`src/rtl/rtc_modos_pkg.sv`:
```
// Shared definitions for the RTC mode sequencer and the global bus machine:
// state codes, one-hot enable words and the field codes.
package rtc_modos_pkg;

  typedef enum logic [1:0] {
    S_INI = 2'd0,
    S_LEE = 2'd1,
    S_ESC = 2'd2,
    S_GAP = 2'd3
  } estado_t;

  localparam logic [2:0] ENA_INI = 3'b100;
  localparam logic [2:0] ENA_LEE = 3'b010;
  localparam logic [2:0] ENA_ESC = 3'b001;
  localparam logic [2:0] ENA_GAP = 3'b000;

  // Field codes shared with maquinaglobal.
  localparam logic [3:0] seg   = 4'b0001;
  localparam logic [3:0] min   = 4'b0010;
  localparam logic [3:0] hora  = 4'b0011;
  localparam logic [3:0] dia   = 4'b0100;
  localparam logic [3:0] mes   = 4'b0101;
  localparam logic [3:0] anio  = 4'b0110;
  localparam logic [3:0] Thora = 4'b0111;
  localparam logic [3:0] Tmin  = 4'b1000;
  localparam logic [3:0] Tseg  = 4'b1001;

  function automatic logic [2:0] enables_de(input estado_t s);
    case (s)
      S_INI:   return ENA_INI;
      S_LEE:   return ENA_LEE;
      S_ESC:   return ENA_ESC;
      default: return ENA_GAP;
    endcase
  endfunction

  // Counter width able to hold 0..max-1 of the largest count, never below 1.
  function automatic int ancho_cnt(input int a, input int b, input int c, input int d);
    int m;
    m = a;
    if (b > m) m = b;
    if (c > m) m = c;
    if (d > m) m = d;
    return (m > 1) ? $clog2(m) : 1;
  endfunction

endpackage

```
`src/rtl/secuenciador_modo_antirrebote.sv`:
```
// Button conditioner: 2-FF synchroniser, stability counter, accepted level
// and a single-cycle pulse on the accepted level's rising edge.
module antirrebote
  import rtc_modos_pkg::*;
#(
  parameter int DEBOUNCE_CYCLES = 1000000
) (
  input  logic clk_i,
  input  logic reset_i,
  input  logic raw_i,
  output logic nivel_o,
  output logic flanco_o
);

  localparam int CW = ancho_cnt(DEBOUNCE_CYCLES, 1, 1, 1);
  localparam logic [CW-1:0] CNT_FIN = CW'(DEBOUNCE_CYCLES - 1);

  logic [1:0]    sync_q, sync_d;
  logic          nivel_q, nivel_d;
  logic          flanco_q, flanco_d;
  logic [CW-1:0] cnt_q, cnt_d;

  // The counter only advances while the synchronised input disagrees with the
  // accepted level, so any agreeing sample restarts the stability window.
  always_comb begin
    sync_d  = {sync_q[0], raw_i};
    nivel_d = nivel_q;
    cnt_d   = '0;
    if (sync_q[1] != nivel_q) begin
      if (cnt_q == CNT_FIN) begin
        nivel_d = sync_q[1];
      end else begin
        cnt_d = cnt_q + 1'b1;
      end
    end
    flanco_d = nivel_d & ~nivel_q;
  end

  always_ff @(posedge clk_i or posedge reset_i) begin
    if (reset_i) begin
      sync_q   <= '0;
      nivel_q  <= 1'b0;
      flanco_q <= 1'b0;
      cnt_q    <= '0;
    end else begin
      sync_q   <= sync_d;
      nivel_q  <= nivel_d;
      flanco_q <= flanco_d;
      cnt_q    <= cnt_d;
    end
  end

  assign nivel_o  = nivel_q;
  assign flanco_o = flanco_q;

endmodule

```
`src/rtl/secuenciador_modo.sv`:
```
// Upstream mode sequencer for the RTC global machine: init, read and write
// enables separated by an all-low gap, plus the program commit pulse.
module secuenciador_modo
  import rtc_modos_pkg::*;
#(
  parameter int INI_CYCLES      = 10000,
  parameter int GAP_CYCLES      = 16,
  parameter int DEBOUNCE_CYCLES = 1000000,
  parameter int PULSE_CYCLES    = 7000000
) (
  input  logic       clk_i,
  input  logic       reset_i,
  input  logic       btn_modo_i,
  input  logic       btn_prog_i,
  output logic [2:0] enables,
  output logic       pulsoprogramo_o,
  output logic [1:0] modo_o,
  output logic       ocupado_o
);

  localparam int CW = ancho_cnt(INI_CYCLES, GAP_CYCLES, DEBOUNCE_CYCLES, PULSE_CYCLES);
  localparam logic [CW-1:0] INI_FIN   = CW'(INI_CYCLES - 1);
  localparam logic [CW-1:0] GAP_FIN   = CW'(GAP_CYCLES - 1);
  localparam logic [CW-1:0] PULSO_FIN = CW'(PULSE_CYCLES - 1);

  // Index 0 is the mode button, index 1 the program button.
  logic [1:0] btn_raw;
  logic [1:0] niveles_unused;
  logic [1:0] eventos;

  assign btn_raw = {btn_prog_i, btn_modo_i};

  for (genvar gi = 0; gi < 2; gi++) begin : g_boton
    antirrebote #(
      .DEBOUNCE_CYCLES(DEBOUNCE_CYCLES)
    ) u_antirrebote (
      .clk_i   (clk_i),
      .reset_i (reset_i),
      .raw_i   (btn_raw[gi]),
      .nivel_o (niveles_unused[gi]),
      .flanco_o(eventos[gi])
    );
  end

  logic modo_ev, prog_ev;
  assign modo_ev = eventos[0];
  assign prog_ev = eventos[1];

  estado_t       state_q, state_d;
  estado_t       destino_q, destino_d;
  logic [CW-1:0] cnt_q, cnt_d;
  logic          pulso_q, pulso_d;
  logic [CW-1:0] pcnt_q, pcnt_d;
  logic [2:0]    enables_q, enables_d;
  logic          ocupado_q, ocupado_d;

  always_comb begin
    state_d   = state_q;
    destino_d = destino_q;
    cnt_d     = '0;
    pulso_d   = 1'b0;
    pcnt_d    = '0;
    case (state_q)
      S_INI: begin
        if (cnt_q == INI_FIN) begin
          state_d   = S_GAP;
          destino_d = S_LEE;
        end else begin
          cnt_d = cnt_q + 1'b1;
        end
      end
      S_GAP: begin
        if (cnt_q == GAP_FIN) begin
          state_d = destino_q;
        end else begin
          cnt_d = cnt_q + 1'b1;
        end
      end
      S_LEE: begin
        if (modo_ev) begin
          destino_d = S_ESC;
          state_d   = S_GAP;
        end
      end
      S_ESC: begin
        // A running pulse locks out both buttons; program beats mode when
        // both arrive together.
        if (pulso_q) begin
          if (pcnt_q != PULSO_FIN) begin
            pulso_d = 1'b1;
            pcnt_d  = pcnt_q + 1'b1;
          end
        end else if (prog_ev) begin
          pulso_d = 1'b1;
        end else if (modo_ev) begin
          destino_d = S_LEE;
          state_d   = S_GAP;
        end
      end
      default: state_d = S_INI;
    endcase
    enables_d = enables_de(state_d);
    ocupado_d = (state_d == S_INI) || (state_d == S_GAP) || pulso_d;
  end

  always_ff @(posedge clk_i or posedge reset_i) begin
    if (reset_i) begin
      state_q   <= S_INI;
      destino_q <= S_INI;
      cnt_q     <= '0;
      pulso_q   <= 1'b0;
      pcnt_q    <= '0;
      enables_q <= ENA_INI;
      ocupado_q <= 1'b1;
    end else begin
      state_q   <= state_d;
      destino_q <= destino_d;
      cnt_q     <= cnt_d;
      pulso_q   <= pulso_d;
      pcnt_q    <= pcnt_d;
      enables_q <= enables_d;
      ocupado_q <= ocupado_d;
    end
  end

  assign enables         = enables_q;
  assign pulsoprogramo_o = pulso_q;
  assign modo_o          = state_q;
  assign ocupado_o       = ocupado_q;

endmodule
```
`config.mk`:
```
export PLATFORM = sky130hd
export DESIGN_NAME = secuenciador_modo
export DESIGN_NICKNAME = d
export VERILOG_FILES = /design/src/rtl/rtc_modos_pkg.sv /design/src/rtl/secuenciador_modo_antirrebote.sv /design/src/rtl/secuenciador_modo.sv
export SDC_FILE = /design/constraint.sdc
export NUM_CORES = 1
export LEC_CHECK = 0
export BUFFER_PORTS_ARGS = -buffer_cell sky130_fd_sc_hd__buf_2
export CAP_MARGIN = 20
export CORE_MARGIN = 2
export CORE_UTILIZATION = 55
export DETAILED_ROUTE_END_ITERATION = 8
export HOLD_SLACK_MARGIN = 0.06
export PLACE_DENSITY = 0.8
export SYNTH_ARGS = -nofsm -noshare
export SYNTH_HDL_FRONTEND = slang
export SYNTH_HIERARCHICAL = 1
export SYNTH_SLANG_ARGS = --single-unit
```
`constraint.sdc`:
```
create_clock -name clk_i -period 4.8 [get_ports clk_i]
set_input_delay 0.24 -clock clk_i [delete_from_list [all_inputs] [get_ports clk_i]]
set_output_delay 0.24 -clock clk_i [all_outputs]
set_load 0.02 [all_outputs]
```
==> flow_summary.html <==
<table>
<tr><th>Metric</th><th>Value</th></tr>
<tr><th colspan="2">Synthesis</th></tr>
<tr><td>Share of synthesized area occupied by flip-flops and latches</td><td>0.506</td></tr>
<tr><td>Number of synthesized flops with an enable pin</td><td>0</td></tr>
<tr><td>Cell type contributing the most total cell area after synthesis</td><td>sky130_fd_sc_hd__dfrtp_1</td></tr>
<tr><td>Netlist area before placement</td><td>0.00510 mm2</td></tr>
<tr><td>Most instantiated flip-flop cell in the synthesis netlist</td><td>sky130_fd_sc_hd__dfrtp_1</td></tr>
<tr><td>Distinct cell type count after synthesis</td><td>48</td></tr>
<tr><td>Warnings, synthesis</td><td>6</td></tr>
<tr><td>Post-synth top area share</td><td>0.496</td></tr>
<tr><td>Mapped Nets</td><td>between 500 and 600</td></tr>
<tr><td>Post-Syn Area per Cell</td><td>between 10 and 15 um2</td></tr>
<tr><td>Leading cell types by total area after synthesis</td><td>sky130_fd_sc_hd__dfrtp_1 (50%), sky130_fd_sc_hd__xor2_1 (7.0%), sky130_fd_sc_hd__nor2_1 (6.6%)</td></tr>
<tr><td>Synthesized instance count</td><td>~490</td></tr>
<tr><td>Number of storage elements in the synthesis netlist</td><td>103</td></tr>
<tr><td>Proportion of synthesized flip-flops having asynchronous set or reset</td><td>1.00</td></tr>
<tr><th colspan="2">Layout</th></tr>
<tr><td>Leading cell type in the layout, fill and taps excluded</td><td>sky130_fd_sc_hd__dfrtp_1</td></tr>
<tr><td>Layout cells sized above 1</td><td>0.116</td></tr>
<tr><td>Final Non-Filler Cells</td><td>621</td></tr>
<tr><td>Diode insertion count for antenna repair</td><td>0</td></tr>
<tr><td>FF+latch area</td><td>0.00258 mm2</td></tr>
<tr><td>Area of all placed cells without fillers</td><td>~0.0055 mm2</td></tr>
<tr><td>Layout fillers</td><td>739</td></tr>
<tr><td>Most used cells in the layout excluding fill and tap cells</td><td>sky130_fd_sc_hd__dfrtp_1 (101), sky130_fd_sc_hd__nor2_1 (90), sky130_fd_sc_hd__xor2_1 (41), sky130_fd_sc_hd__nand2_1 (30)</td></tr>
<tr><td>Synth-to-layout area growth</td><td>8.35%</td></tr>
<tr><td>Net count reported at finish</td><td>520</td></tr>
<tr><td>Multi-input logic area</td><td>about 0.0024 mm2</td></tr>
<tr><td>Utilization of the core after routing</td><td>0.606</td></tr>
<tr><th colspan="2">Power and ir drop</th></tr>
<tr><td>Leakage power</td><td>2.33 nW</td></tr>
<tr><td>Net Switching</td><td>about 0.34 mW</td></tr>
<tr><td>Int Power</td><td>1.18 mW</td></tr>
<tr><td>Switching power share of the total</td><td>0.224</td></tr>
<tr><td>Sequential group share of total power</td><td>0.576</td></tr>
<tr><td>Power density cells</td><td>276 mW/mm2</td></tr>
<tr><td>Comb pwr share</td><td>0.025</td></tr>
<tr><td>Clock share of power</td><td>0.400</td></tr>
<tr><td>Peak supply drop</td><td>approximately 0.18 mV</td></tr>
<tr><th colspan="2">Worst setup path</th></tr>
<tr><td>Slowest cell on the critical path</td><td>sky130_fd_sc_hd__dfrtp_1</td></tr>
<tr><td>Required time at the worst-slack endpoint</td><td>about 5.1 ns</td></tr>
<tr><td>Critical path cell sequence</td><td>inv_1 -&gt; ha_1 -&gt; a211o_1 -&gt; a31oi_1 -&gt; a21boi_2 -&gt; o2bb2ai_1 -&gt; ha_1 -&gt; nand3_1</td></tr>
<tr><td>Crit Path Class</td><td>reg -&gt; reg</td></tr>
<tr><td>CP Launch Point</td><td>modo_o[0]</td></tr>
<tr><td>Arrival time of the worst setup path</td><td>roughly 2.6 ns</td></tr>
<tr><td>Worst path max stage delay</td><td>0.49 ns</td></tr>
<tr><td>Capturing element type of the critical path</td><td>flop</td></tr>
<tr><td>Worst-path fanout max</td><td>8</td></tr>
<tr><td>Cell seen most often among critical-path stages</td><td>sky130_fd_sc_hd__ha_1</td></tr>
<tr><td>Sort of element at the start of the critical path</td><td>flop</td></tr>
<tr><td>Startpoint of the most critical register-to-register path</td><td>modo_o[0]</td></tr>
<tr><th colspan="2">Global route</th></tr>
<tr><td>Gr ovfl total</td><td>0</td></tr>
<tr><td>Vias in the first global route</td><td>3,664</td></tr>
<tr><td>Largest net degree at the start of global routing</td><td>56</td></tr>
<tr><td>Total global-route track usage</td><td>0.201</td></tr>
<tr><td>Wire length of the first global-routing pass</td><td>16.5 mm</td></tr>
<tr><td>Initial antenna violation count</td><td>0</td></tr>
<tr><th colspan="2">STA</th></tr>
<tr><td>Final max-slew violation count</td><td>0</td></tr>
<tr><td>F_max</td><td>0.431 GHz</td></tr>
<tr><td>Number of hold violations in the final report</td><td>0</td></tr>
<tr><td>Relative slew slack</td><td>0.337</td></tr>
<tr><td>Number of setup violations in the final report</td><td>0</td></tr>
<tr><td>RSZ-0062 raised after global routing</td><td>no</td></tr>
<tr><td>Final critical-path required period</td><td>2.32 ns</td></tr>
<tr><td>Slew at the pin closest to its max-slew limit</td><td>0.990 ns</td></tr>
<tr><td>Final setup TNS</td><td>0 ns</td></tr>
<tr><td>Least setup slack across all paths after layout</td><td>2.48 ns</td></tr>
<tr><td>Period Utilization, post-route</td><td>0.483</td></tr>
<tr><td>Final worst clock skew</td><td>0.00734 ns</td></tr>
<tr><th colspan="2">Place</th></tr>
<tr><td>Post-place instance area</td><td>0.00524 mm2</td></tr>
<tr><td>Final weighted congestion in routability-driven placement</td><td>0.845</td></tr>
<tr><td>Number of placed cells counting well taps</td><td>601</td></tr>
<tr><td>HPWL reported at the end of detailed placement</td><td>6.23 mm</td></tr>
<tr><td>Count of buffers inserted at the top-level ports</td><td>10</td></tr>
<tr><td>Minimum setup slack after placement</td><td>2.49 ns</td></tr>
<tr><th colspan="2">Route</th></tr>
<tr><td>Via count of the routed design</td><td>3,592</td></tr>
<tr><td>Detail-routed via count per cell</td><td>between 5 and 6</td></tr>
<tr><td>Overall routed net length</td><td>9.29 mm</td></tr>
<tr><td>Drt initial violations</td><td>149</td></tr>
<tr><td>Detailed-router iteration count before antenna repair</td><td>4</td></tr>
<tr><td>Routed WL per cell</td><td>about 15 um</td></tr>
<tr><td>Post-detailed-route DRC marker count</td><td>0</td></tr>
<tr><td>Final ANT Viol Nets</td><td>0</td></tr>
<tr><th colspan="2">Die</th></tr>
<tr><td>Die area</td><td>about 0.01 mm2</td></tr>
<tr><td>Effective utilization at floorplan</td><td>0.559</td></tr>
<tr><td>DIE HEIGHT</td><td>around 100 um</td></tr>
<tr><td>Placeable core region</td><td>between 0.009 and 0.01 mm2</td></tr>
<tr><td>Count of boundary I/O pins</td><td>11</td></tr>
<tr><td>FP Rows</td><td>35</td></tr>
<tr><td>Horizontal die dimension</td><td>100 um</td></tr>
<tr><th colspan="2">Clocking</th></tr>
<tr><td>Clock latency reported for the late side of the worst-skew pair</td><td>0.36 ns</td></tr>
<tr><td>Post-CTS resize count</td><td>0</td></tr>
<tr><td>Number of H-tree levels</td><td>3</td></tr>
<tr><td>CTS tree</td><td>built</td></tr>
<tr><td>Root Buffer</td><td>sky130_fd_sc_hd__clkbuf_8</td></tr>
<tr><td>Longest Clk Path Bufs</td><td>2</td></tr>
<tr><td>Clock buffer count from CTS</td><td>9</td></tr>
<tr><td>CTS clock-pin slew for the worst setup and hold paths</td><td>0.10 ns</td></tr>
<tr><td>Setup fix buffers added after clock tree synthesis</td><td>0</td></tr>
<tr><td>Total clock sinks</td><td>approximately 100</td></tr>
<tr><td>Number of hold buffers added after cts</td><td>2</td></tr>
<tr><th colspan="2">Worst hold path</th></tr>
<tr><td>Min-delay worst type</td><td>reg -&gt; reg</td></tr>
<tr><td>Source of the worst hold timing path</td><td>g_boton[0].u_antirrebote/sync_q[0]</td></tr>
<tr><th colspan="2">Status</th></tr>
<tr><td>Run status</td><td>completed</td></tr>
<tr><th colspan="2">Run</th></tr>
<tr><td>MaxCap Viol Count</td><td>0</td></tr>
</table>
## through the flow
| step | total power [mW] | hold WS (ns) |
|---|---|---|
| 3_5_place_dp | 0.930 | 0.336 |
| 6_report | 1.52 | 0.358 |
| 5_1_grt | 1.58 | 0.375 |
| 4_1_cts | 1.54 | 0.110 |
| 3_3_place_gp | 0.928 | 0.332 |
| 2_1_floorplan | 0.920 | 0.255 |
## per-layer routing
metal | wire, um | share of wire | up-vias | track usage
met1 | 4240 | 0.46 | 1779 | 0.270
met2 | 4620 | 0.50 | 64 | 0.334
li1 | - | - | 1739 | -
met4 | 114 | 0.012 | 0 | 0.0590
met5 | 0 | 0 | - | 0
met3 | 318 | 0.034 | 10 | 0.0390
## final timing paths
| kind | endpoint | depth (start not counted) | slack [ns] |
|---|---|---|---|
| min in group asynchronous | destino_q[0] | 3 | 0.53 |
| worst max register to register | ocupado_o | 8 | 2.48 |
| worst min register to register | g_boton[0].u_antirrebote/sync_q[1] | 0 | 0.36 |
| max in group asynchronous | g_boton[1].u_antirrebote/cnt_q[12] | 3 | 3.59 |
| worst max-delay path | ocupado_o | 8 | 2.48 |
| worst min-delay path | g_boton[0].u_antirrebote/sync_q[1] | 0 | 0.36 |
## cells by family after synthesis
logic type | count (synthesis) | share of synthesized area
AO/OA/AOI/OAI | 37 | 0.0577
flip-flops | 103 | 0.506
adder cells (fa/ha/maj) | 11 | 0.0270
XOR/XNOR | 70 | 0.120
AND/OR/NAND/NOR | 239 | 0.256
buffers and inverters | 21 | 0.0184
multiplexers | 6 | 0.0140
## Yosys cell counts (8+ instances only)
cell type / n
sky130_fd_sc_hd__dfrtp_1: 101
sky130_fd_sc_hd__o31ai_1: 8
sky130_fd_sc_hd__nand2_1: 30
sky130_fd_sc_hd__xor2_1: 41
sky130_fd_sc_hd__inv_1: 14
sky130_fd_sc_hd__xnor2_1: 29
sky130_fd_sc_hd__a21oi_1: 13
sky130_fd_sc_hd__nor3_1: 9
sky130_fd_sc_hd__ha_1: 11
sky130_fd_sc_hd__nor2_1: 90
sky130_fd_sc_hd__and3_1: 10
sky130_fd_sc_hd__nand3_1: 29
sky130_fd_sc_hd__nand4_1: 16
sky130_fd_sc_hd__nor4_1: 8
## worst max-delay path: cells and delay by family (launching register included)
| kind | cells | cell delay, ns |
|---|---|---|
| AND/OR/NAND/NOR | 1 | 0.07 |
| adder cells (fa/ha/maj) | 2 | 0.57 |
| AO/OA/AOI/OAI | 4 | 1.02 |
| flip-flops | 1 | 0.49 |
| buffers and inverters | 1 | 0.10 |
## state kept, by name, summed over array words and instances, names as in the netlist
name / cells
cnt_q: 23
ocupado_o: 1
modo_o: 2
g_boton.u_antirrebote/sync_q: 4
g_boton.u_antirrebote/nivel_o: 2
destino_q: 2
pcnt_q: 23
g_boton.u_antirrebote/flanco_o: 2
g_boton.u_antirrebote/cnt_q: 40
pulsoprogramo_o: 1
enables: 3
## power by group through the flow
stage	clock network, mW	registers, mW	logic (mW)
finish	0.609	0.878	0.0375
global route	0.658	0.879	0.0441
CTS	0.626	0.878	0.0362
detailed placement	0	0.895	0.0349
global placement	0	0.895	0.0333
floorplan	0	0.894	0.0261
## cell type report
| type | instances | share of cell area |
|---|---|---|
| timing repair buffer | 14 | 0.0181 |
| clock inverter | 7 | 0.0188 |
| clock buffer | 9 | 0.0224 |
| multi-input combinational | 363 | 0.439 |
| sequential | 103 | 0.467 |
| inverter | 14 | 0.00952 |
| tap | 111 | 0.0252 |
No activity file was read; power rests on OpenSTA's default activity.
